$ cat config.mk
export PLATFORM = sky130hd
export DESIGN_NAME = pwm_seq_ctrl
export DESIGN_NICKNAME = d
export VERILOG_FILES = /design/src/rtl/pwm_seq_ctrl.sv
export SDC_FILE = /design/constraint.sdc
export NUM_CORES = 1
export LEC_CHECK = 0
export CAP_MARGIN = 20
export CORE_ASPECT_RATIO = 0.75
export CORE_UTILIZATION = 57
export DETAILED_ROUTE_END_ITERATION = 12
export PLACE_DENSITY = 0.81
export SYNTH_ARGS = -nofsm -noshare
export SYNTH_HDL_FRONTEND = slang
export SYNTH_SLANG_ARGS = --single-unit
$ cat constraint.sdc
create_clock -name clk -period 3.1 [get_ports clk]
set_clock_uncertainty 0.15 [all_clocks]
set_input_delay 0.62 -clock clk [delete_from_list [all_inputs] [get_ports clk]]
set_output_delay 0.62 -clock clk [all_outputs]
set_load 0.03 [all_outputs]
$ cat src/rtl/pwm_seq_ctrl.sv
// PWM sequence controller: steps a PWM engine through up to four stored
// entries, optionally looping the whole sequence, with stop/drain handling
// and an engine-acknowledge timeout.
module pwm_seq_ctrl #(
    parameter int unsigned N_ENT = 4
) (
    input  logic        clk,
    input  logic        rst_n,
    input  logic        cfg_we,
    input  logic [1:0]  cfg_addr,
    input  logic [7:0]  cfg_duty,
    input  logic [15:0] cfg_dessert,
    input  logic [7:0]  cfg_pulses,
    input  logic [7:0]  cfg_pat,
    input  logic [1:0]  seq_last,
    input  logic [7:0]  loop_num,
    input  logic        start,
    input  logic        stop,
    input  logic        eng_busy,
    output logic        pwm_en,
    output logic [7:0]  duty_num,
    output logic [15:0] pulse_dessert,
    output logic [7:0]  pulse_num,
    output logic [7:0]  PAT,
    output logic        busy,
    output logic        done,
    output logic        err,
    output logic [1:0]  cur_idx
);

    typedef enum logic [2:0] {
        IDLE,
        LOAD,
        ARM,
        RUN,
        DRAIN
    } state_e;

    state_e      state_q, state_d;
    logic [1:0]  idx_q, idx_d;
    logic [7:0]  loop_cnt_q, loop_cnt_d;
    logic [1:0]  seq_last_q, seq_last_d;
    logic [7:0]  loop_num_q, loop_num_d;
    logic [3:0]  arm_cnt_q, arm_cnt_d;
    logic        done_q, done_d;
    logic        err_q, err_d;
    logic [7:0]  duty_q, duty_d;
    logic [15:0] dessert_q, dessert_d;
    logic [7:0]  pulses_q, pulses_d;
    logic [7:0]  pat_q, pat_d;
    logic [1:0]  cur_idx_q, cur_idx_d;

    // Entry layout: {duty[39:32], dessert[31:16], pulses[15:8], pat[7:0]}
    logic [39:0] ent_q [N_ENT];
    logic [39:0] ent_sel;
    logic [7:0]  loop_nxt;
    logic [3:0]  arm_nxt;

    assign ent_sel  = ent_q[idx_q];
    assign loop_nxt = loop_cnt_q + 8'd1;
    assign arm_nxt  = arm_cnt_q + 4'd1;

    // Entry storage; writable only while no sequence is running.
    always_ff @(posedge clk or negedge rst_n) begin
        if (!rst_n) begin
            for (int unsigned i = 0; i < N_ENT; i++) begin
                ent_q[i] <= '0;
            end
        end else if (cfg_we && (state_q == IDLE)) begin
            ent_q[cfg_addr] <= {cfg_duty, cfg_dessert, cfg_pulses, cfg_pat};
        end
    end

    // Next-state and register updates for the sequencer.
    always_comb begin
        state_d    = state_q;
        idx_d      = idx_q;
        loop_cnt_d = loop_cnt_q;
        seq_last_d = seq_last_q;
        loop_num_d = loop_num_q;
        arm_cnt_d  = arm_cnt_q;
        done_d     = 1'b0;
        err_d      = err_q;
        duty_d     = duty_q;
        dessert_d  = dessert_q;
        pulses_d   = pulses_q;
        pat_d      = pat_q;
        cur_idx_d  = cur_idx_q;
        case (state_q)
            IDLE: begin
                if (start && !stop) begin
                    idx_d      = '0;
                    loop_cnt_d = '0;
                    seq_last_d = seq_last;
                    loop_num_d = loop_num;
                    err_d      = 1'b0;
                    state_d    = LOAD;
                end
            end
            LOAD: begin
                duty_d    = ent_sel[39:32];
                dessert_d = ent_sel[31:16];
                pulses_d  = ent_sel[15:8];
                pat_d     = ent_sel[7:0];
                cur_idx_d = idx_q;
                arm_cnt_d = '0;
                state_d   = stop ? DRAIN : ARM;
            end
            ARM: begin
                arm_cnt_d = arm_nxt;
                if (stop) begin
                    state_d = DRAIN;
                end else if (eng_busy) begin
                    state_d = RUN;
                end else if (arm_nxt == 4'd15) begin
                    err_d   = 1'b1;
                    state_d = IDLE;
                end
            end
            RUN: begin
                if (stop) begin
                    state_d = DRAIN;
                end else if (!eng_busy) begin
                    if (idx_q < seq_last_q) begin
                        idx_d   = idx_q + 2'd1;
                        state_d = LOAD;
                    end else if ((loop_num_q != 8'd0) && (loop_nxt == loop_num_q)) begin
                        done_d  = 1'b1;
                        state_d = IDLE;
                    end else begin
                        idx_d      = '0;
                        loop_cnt_d = loop_nxt;
                        state_d    = LOAD;
                    end
                end
            end
            DRAIN: begin
                if (!eng_busy) begin
                    done_d  = 1'b1;
                    state_d = IDLE;
                end
            end
            default: state_d = IDLE;
        endcase
    end

    // State and datapath registers.
    always_ff @(posedge clk or negedge rst_n) begin
        if (!rst_n) begin
            state_q    <= IDLE;
            idx_q      <= '0;
            loop_cnt_q <= '0;
            seq_last_q <= '0;
            loop_num_q <= '0;
            arm_cnt_q  <= '0;
            done_q     <= 1'b0;
            err_q      <= 1'b0;
            duty_q     <= '0;
            dessert_q  <= '0;
            pulses_q   <= '0;
            pat_q      <= '0;
            cur_idx_q  <= '0;
        end else begin
            state_q    <= state_d;
            idx_q      <= idx_d;
            loop_cnt_q <= loop_cnt_d;
            seq_last_q <= seq_last_d;
            loop_num_q <= loop_num_d;
            arm_cnt_q  <= arm_cnt_d;
            done_q     <= done_d;
            err_q      <= err_d;
            duty_q     <= duty_d;
            dessert_q  <= dessert_d;
            pulses_q   <= pulses_d;
            pat_q      <= pat_d;
            cur_idx_q  <= cur_idx_d;
        end
    end

    // pwm_en is decoded from the state register so an asynchronous reset
    // removes it immediately; infinite entries keep it asserted through RUN.
    assign pwm_en        = (state_q == ARM) || ((state_q == RUN) && (pulses_q == 8'd0));
    assign busy          = (state_q != IDLE);
    assign done          = done_q;
    assign err           = err_q;
    assign duty_num      = duty_q;
    assign pulse_dessert = dessert_q;
    assign pulse_num     = pulses_q;
    assign PAT           = pat_q;
    assign cur_idx       = cur_idx_q;

endmodule

==> flow_summary.json, run 1 <==
{
  "status": "complete, no violations",
  "n_fill_cell": 1134,
  "final_cell_mix": "229 x dfrtp_1, 212 x mux2_2, 101 x clkdlybuf4s50_1",
  "slew_viol_final": 0,
  "required_ps": 2330,
  "vias": 6223,
  "grt-ovfl-total": 0,
  "die_area_mm2": 0.0185,
  "switching_share_pct": 31.9,
  "p_int_uw": 9350,
  "dp_hpwl_um": 14400,
  "min_period_over_period_pct": 94.8,
  "power.static_leakage_uw": 0.00527,
  "clk_latency_ps": 510,
  "cts_buffer_depth": 3,
  "avgSynthCellArea_um2": 15.0,
  "final_common_cell": "dfrtp_1",
  "post_cts_buffers": 0,
  "cts.htree.levels": 1,
  "wl_per_cell_um": 20.8,
  "powerDensity_mw_per_mm2": 1100,
  "wl_um": 21900,
  "p_switching_uw": 4370,
  "reg2regPathDepth": 7,
  "grt_usage_pct": 25.1,
  "synth_area_leaders": "dfrtp_1 56%, mux2_2 23%, mux4_2 8.8%",
  "yosysWarnings": 0,
  "finalHoldViolCount": 0,
  "synth_top_flop_cell": "dfrtp_1",
  "die_h_um": 118,
  "synth_fp_nets": 746,
  "final_cells": 1054,
  "max_slew_margin_pct": 54.8,
  "synth_top_area_share_pct": 56.5,
  "grt_pass1_wl_um": 35900,
  "pwr-share-seq_pct": 40.4,
  "clkTransAtPathRegs_ps": 60,
  "yosys.area.top_type": "dfrtp_1",
  "max_stage_delay_ps": 600,
  "n_antenna_cell": 0,
  "initialDrtViolationCount": 430,
  "crit_buf_inv": 2,
  "tightest_slew_ps": 678,
  "hold_class": "reg -> reg",
  "grt_max_degree": 92,
  "path_max_fanout": 13,
  "endpoint_kind": "output pin",
  "top_level_ports": 104,
  "p_clk_share_pct": 22.6,
  "rsz0062_at_grt": "false",
  "critPathArrivalTime_ps": 2170,
  "ys_ff_latch": 231,
  "p_comb_share_pct": 37.0,
  "gp_congestion": 0.898,
  "async_reset_ff_share_pct": 100,
  "drive_gt1_share_pct": 40.3,
  "ys_types": 57,
  "ir_worst_vdd_mv": 0.759,
  "path_delay_family": "buffers and inverters",
  "core.rowCount": 42,
  "setup_violations": 0,
  "netlist_instances": 684,
  "antenna_found_initial": 0,
  "startpoint_type": "flip-flop",
  "clock.fmax_mhz": 340,
  "syn_to_final_growth_pct": 22.0,
  "drcViolationCount": 0,
  "final.setup.tns_ps": 0,
  "critical_path.cell_chain": "nor3_4 > inv_1 > clkdlybuf4s50_1",
  "core_area_mm2": 0.0176,
  "syn_area_mm2": 0.0102,
  "nNetsFinal": 858,
  "fin_crit_ps": 2940,
  "dr.pass1.iters": 4,
  "cts.sinks": 231,
  "cts_tree": "done",
  "dp_slack_ps": 314,
  "hold-path-cell-count": 1,
  "dpl_cell_area_mm2": 0.0116,
  "synth_edf_count": 0,
  "fin_ws_ps": 160,
  "grt_pass1_vias": 6711,
  "avgViaCountPerCell": 5.90,
  "maxCapViolCount": 0,
  "dieWidth_um": 157,
  "seq_area_frac_synth_pct": 56.5,
  "ctsRootBufferMaster": "clkbuf_16",
  "cp.depth": 3,
  "crit_slowest_cell": "clkdlybuf4s50_1",
  "finalInstanceArea_mm2": 0.0125,
  "initial_utilization_pct": 58.2,
  "cts_buffers": 23,
  "io_buffers": 103,
  "path_class": "reg -> out",
  "dp.cells": 1012,
  "drtAntennaViolNets": 0
}
[area by class of cell]
cell class              count  area [um2]  share of cell area, %
clock inverters            11         214                   1.71
clock buffers              30         642                   5.14
inverters                   5        18.8                  0.150
flip-flops and latches    231        5790                   46.3
well taps                 242         303                   2.43
multi-input cells         408        4290                   34.3
repair buffers            127        1230                   9.88
[layer usage]
layer	GRT usage (%)	part of all wire [%]	routed length (um)
met5	0	0	0
met4	5.64	1.7	378
met2	40.4	48	10600
met3	4.75	4.9	1080
met1	35.7	45	9870
[cells by family (layout without fill, tap and decap cells)]
| kind of cell | Yosys count | count (layout) | synth area share (%) |
|---|---|---|---|
| AOI/OAI and AO/OA | 49 | 49 | 3.20 |
| xor gates and xnor gates | 8 | 8 | 0.684 |
| adders and majority gates | 4 | 4 | 0.489 |
| buffers and inverters | 45 | 173 | 1.88 |
| DFF | 231 | 231 | 56.5 |
| muxes | 255 | 255 | 32.4 |
| and+or+nand+nor | 92 | 92 | 4.85 |
[registers in the layout, summed over array words and instances (netlist names)]
signal / cells
state_q: 3
duty_num: 8
pulse_dessert: 16
ent_q: 160
loop_num_q: 8
PAT: 8
arm_cnt_q: 4
cur_idx: 2
seq_last_q: 2
done: 1
err: 1
pulse_num: 8
idx_q: 2
loop_cnt_q: 8
[final timing paths]
kind                                                 from                      endpoint  slack, ps
worst max-delay path               state_q[2]$_DFFE_PN0P_                          busy        160
worst min register to register            err$_DFFE_PN0P_               err$_DFFE_PN0P_        340
worst min-delay path                      err$_DFFE_PN0P_               err$_DFFE_PN0P_        340
min in group asynchronous                           rst_n  pulse_dessert[9]$_DFFE_PN0N_        570
max in group asynchronous                           rst_n        ent_q[138]$_DFFE_PN0P_       1280
worst max register to register  loop_cnt_q[0]$_DFFE_PN0P_     loop_cnt_q[0]$_DFFE_PN0P_        530
[worst reg2reg max path, stage by stage, from the launching register on]
cell and delay [ps]:
dfrtp_1 450, ha_1 380, xor2_1 180, a211o_1 310, nor4b_2 320, and3_4 320
nor2_2 70, mux2_2 270
[through the flow]
step / hold slack [ps] / total power [uW] / util [%]
after global routing: 365 / 14400 / 70.9
final: 341 / 13700 / 70.9
after global placement: 316 / 10300 / 65.9
after CTS: 344 / 13800 / 70.9
after detailed placement: 329 / 10700 / 65.9
after floorplan: 174 / 8930 / -
[synth_stat cells (all sizes together) (4+ instances only)]
| cell | count |
|---|---|
| nand2 | 26 |
| nand2b | 6 |
| clkbuf | 22 |
| dfrtp | 231 |
| nor2 | 16 |
| buf | 18 |
| inv | 5 |
| ha | 4 |
| nor2b | 4 |
| nor4 | 5 |
| nand4 | 4 |
| nand3 | 9 |
| nor3 | 6 |
| xor2 | 6 |
| o311ai | 4 |
| mux2 | 213 |
| a21oi | 13 |
| o21ai | 13 |
| mux4 | 40 |
[timing repair]
| item | in CTS | in global routing |
|---|---|---|
| resized for setup | 0 | 2 |
| setup endpoints to repair | 0 | 2 |
| hold buffers | 1 | 0 |
| endpoints found under the hold margin | 2 | 0 |
[power by group through the flow]
stage | Clock (uW) | Combinational (uW) | Sequential [uW]
after global placement | 0 | 4880 | 5410
final | 3100 | 5080 | 5540
after CTS | 3150 | 5120 | 5530
after floorplan | 0 | 3350 | 5580
after global routing | 3270 | 5430 | 5740
after detailed placement | 0 | 5090 | 5560
No activity file was read; power rests on OpenSTA's default activity.
==> inputs of run 2 (changes only) <==
--- a/config.mk
+++ b/config.mk
@@ -13,3 +13,4 @@
 export SYNTH_ARGS = -nofsm -noshare
 export SYNTH_HDL_FRONTEND = slang
 export SYNTH_SLANG_ARGS = --single-unit
+export TNS_END_PERCENT = 10
==> results of run 2 <==
Final layout, timing and power as in run 1 (identical DEF).
==> inputs of run 3 (changes only) <==
--- a/config.mk
+++ b/config.mk
@@ -10,6 +10,8 @@
 export CORE_UTILIZATION = 57
 export DETAILED_ROUTE_END_ITERATION = 12
 export PLACE_DENSITY = 0.81
+export SKIP_LAST_GASP = 1
+export SLEW_MARGIN = 20
 export SYNTH_ARGS = -nofsm -noshare
 export SYNTH_HDL_FRONTEND = slang
 export SYNTH_SLANG_ARGS = --single-unit
==> constraint.sdc (replaced) <==
create_clock -name clk -period 3.1 [get_ports clk]
set_clock_uncertainty 0.15 [all_clocks]
set_input_delay 0.465 -clock clk [delete_from_list [all_inputs] [get_ports clk]]
set_output_delay 0.465 -clock clk [all_outputs]
set_load 0.03 [all_outputs]
==> run 3 against run 2 <==
  * Design area shrank 0.51%
  * Wire length is essentially flat
  * Hold slack better by 1.6 ps
  * Sequential share of layout area up 0.24 points
  * Global-route usage is 0.28 points higher
  * Maximum frequency is 2.4% higher
  * Core utilization shrank 0.36 points
  * First-iteration DRC count up 1.2%
  * Sequential power is essentially flat
  * Worst setup slack better by 69 ps
  * Sequential cell count unchanged
  * Critical path type unchanged
  * Largest power group unchanged
  * Highest routed layer unchanged
==> flow_summary.json, run 3 (same netlist as run 1, synthesis figures left out) <==
{
  "startpoint_type": "flip-flop",
  "p_int_uw": 9150,
  "max_stage_delay_ps": 700,
  "clock.fmax_mhz": 348,
  "clkTransAtPathRegs_ps": 60,
  "p_clk_share_pct": 21.4,
  "power.static_leakage_uw": 0.00521,
  "wl_um": 22000,
  "crit_slowest_cell": "clkdlybuf4s50_1",
  "slew_viol_final": 0,
  "wl_per_cell_um": 20.9,
  "clk_latency_ps": 510,
  "dp_hpwl_um": 14100,
  "initialDrtViolationCount": 435,
  "rsz0062_at_grt": "false",
  "core_area_mm2": 0.0176,
  "io_buffers": 103,
  "grt_pass1_wl_um": 36100,
  "top_level_ports": 104,
  "critical_path.cell_chain": "nor4_1 > nand2_1 > a21oi_1 > clkdlybuf4s50_1",
  "cts.htree.levels": 1,
  "path_max_fanout": 3,
  "multiInputGateArea_mm2": 0.00428,
  "setup_violations": 0,
  "status": "complete, no violations",
  "cts_buffer_depth": 3,
  "register_area_mm2": 0.00579,
  "pwr-share-seq_pct": 40.7,
  "initial_utilization_pct": 58.2,
  "endpoint_kind": "output pin",
  "tightest_slew_ps": 658,
  "nNetsFinal": 852,
  "grt_usage_pct": 25.4,
  "maxCapViolCount": 0,
  "powerDensity_mw_per_mm2": 1090,
  "ctsRootBufferMaster": "clkbuf_16",
  "drive_gt1_share_pct": 39.7,
  "dr.pass1.iters": 6,
  "path_class": "reg -> out",
  "post_cts_buffers": 0,
  "dieWidth_um": 157,
  "grt_pass1_vias": 6804,
  "max_slew_margin_pct": 56.1,
  "critPathArrivalTime_ps": 2260,
  "cts_tree": "done",
  "antenna_found_initial": 0,
  "die_area_mm2": 0.0185,
  "gp_congestion": 0.932,
  "required_ps": 2480,
  "cts_buffers": 23,
  "final_common_cell": "dfrtp_1",
  "drtAntennaViolNets": 0,
  "syn_to_final_growth_pct": 21.3,
  "p_switching_uw": 4390,
  "grt_max_degree": 86,
  "n_fill_cell": 1143,
  "cts-resized-gates": 0,
  "totalPowerFinal_uw": 13500,
  "cts.sinks": 231,
  "vias": 6170,
  "grt-ovfl-total": 0,
  "die_h_um": 118,
  "core.rowCount": 42,
  "avgViaCountPerCell": 5.88,
  "hold_class": "reg -> reg",
  "switching_share_pct": 32.4,
  "finalHoldViolCount": 0,
  "drcViolationCount": 0,
  "final_cell_mix": "229 x dfrtp_1, 212 x mux2_2, 102 x clkdlybuf4s50_1",
  "fin_crit_ps": 2870,
  "largest-register": "ent_q",
  "final.setup.tns_ps": 0,
  "ir_worst_vdd_mv": 0.626,
  "p_comb_share_pct": 38.0,
  "largest_reg_flops": 160,
  "min_period_over_period_pct": 92.6
}
[run 3: cell types whose count changed in the layout (fill, tap and decap cells not counted), moves of 2 or more]
| cell | previous run | this run |
|---|---|---|
| buf_4 | 22 | 12 |
| buf_12 | 1 | 5 |
| bufinv_16 | 6 | 3 |
| clkbuf_1 | 3 | 5 |
[run 3: metal layers]
layer  vias up  track usage [%]  part of all wire, %
met2       173             41.5                   50
li1       2755                -                    -
met1      3219             35.3                   44
met3        23             5.52                  5.2
met4         0             4.96                  1.1
met5         -                0                    0
[run 3: cell type report]
class                           instances  area share, %
Clock buffer                           33           5.34
Inverter                                5          0.151
Sequential cell                       231           46.6
Multi-Input combinational cell        408           34.5
Tap cell                              242           2.44
Antenna cell                            1         0.0201
Clock inverter                          9           1.05
Timing Repair Buffer                  121           9.95
[run 3: power groups by stage]
stage	clock network, uW	logic, uW	registers [uW]
finish	2900	5140	5510
global route	3080	5500	5700
CTS	2950	5180	5520
detailed placement	0	5130	5550
global placement	0	4930	5390
floorplan	0	3350	5580
[run 3: what timing repair did]
action | CTS | global route
hold buffers | 1 | 0
hold endpoints to repair | 81 | 0
endpoints found under the setup margin | 0 | 0
[run 3: path summary, 6_finish.rpt]
check / endpoint / slack [ps] / cells after the start / start
min reg2reg: ent_q[127]$_DFFE_PN0P_ / 340 / 1 / ent_q[127]$_DFFE_PN0P_
max: pwm_en / 230 / 4 / pulse_num[5]$_DFFE_PN0N_
max reg2reg: ent_q[116]$_DFFE_PN0P_ / 600 / 6 / state_q[2]$_DFFE_PN0P_
min: ent_q[127]$_DFFE_PN0P_ / 340 / 1 / ent_q[127]$_DFFE_PN0P_
min in group asynchronous: ent_q[145]$_DFFE_PN0P_ / 400 / 2 / rst_n
max in group asynchronous: ent_q[2]$_DFFE_PN0P_ / 1640 / 3 / rst_n
[run 3: metrics by stage]
stage	cell area (um2)	hold slack, ps	worst slack (ps)	std cells	utilization, %
2_1_floorplan	10200	19.4	750	684	-
3_3_place_gp	11600	313	546	1006	66.0
3_5_place_dp	11600	325	452	1006	66.0
4_1_cts	12400	339	202	1049	70.5
5_1_grt	12400	363	62.6	1049	70.5
6_report	12400	342	229	1050	70.6
[run 3: worst max-delay path: cells and delay by family, from the launching register on]
| family | cells | cell delay [ps] |
|---|---|---|
| buf+inv | 1 | 700 |
| simple gates | 2 | 440 |
| flops | 1 | 390 |
| compound gates | 1 | 210 |
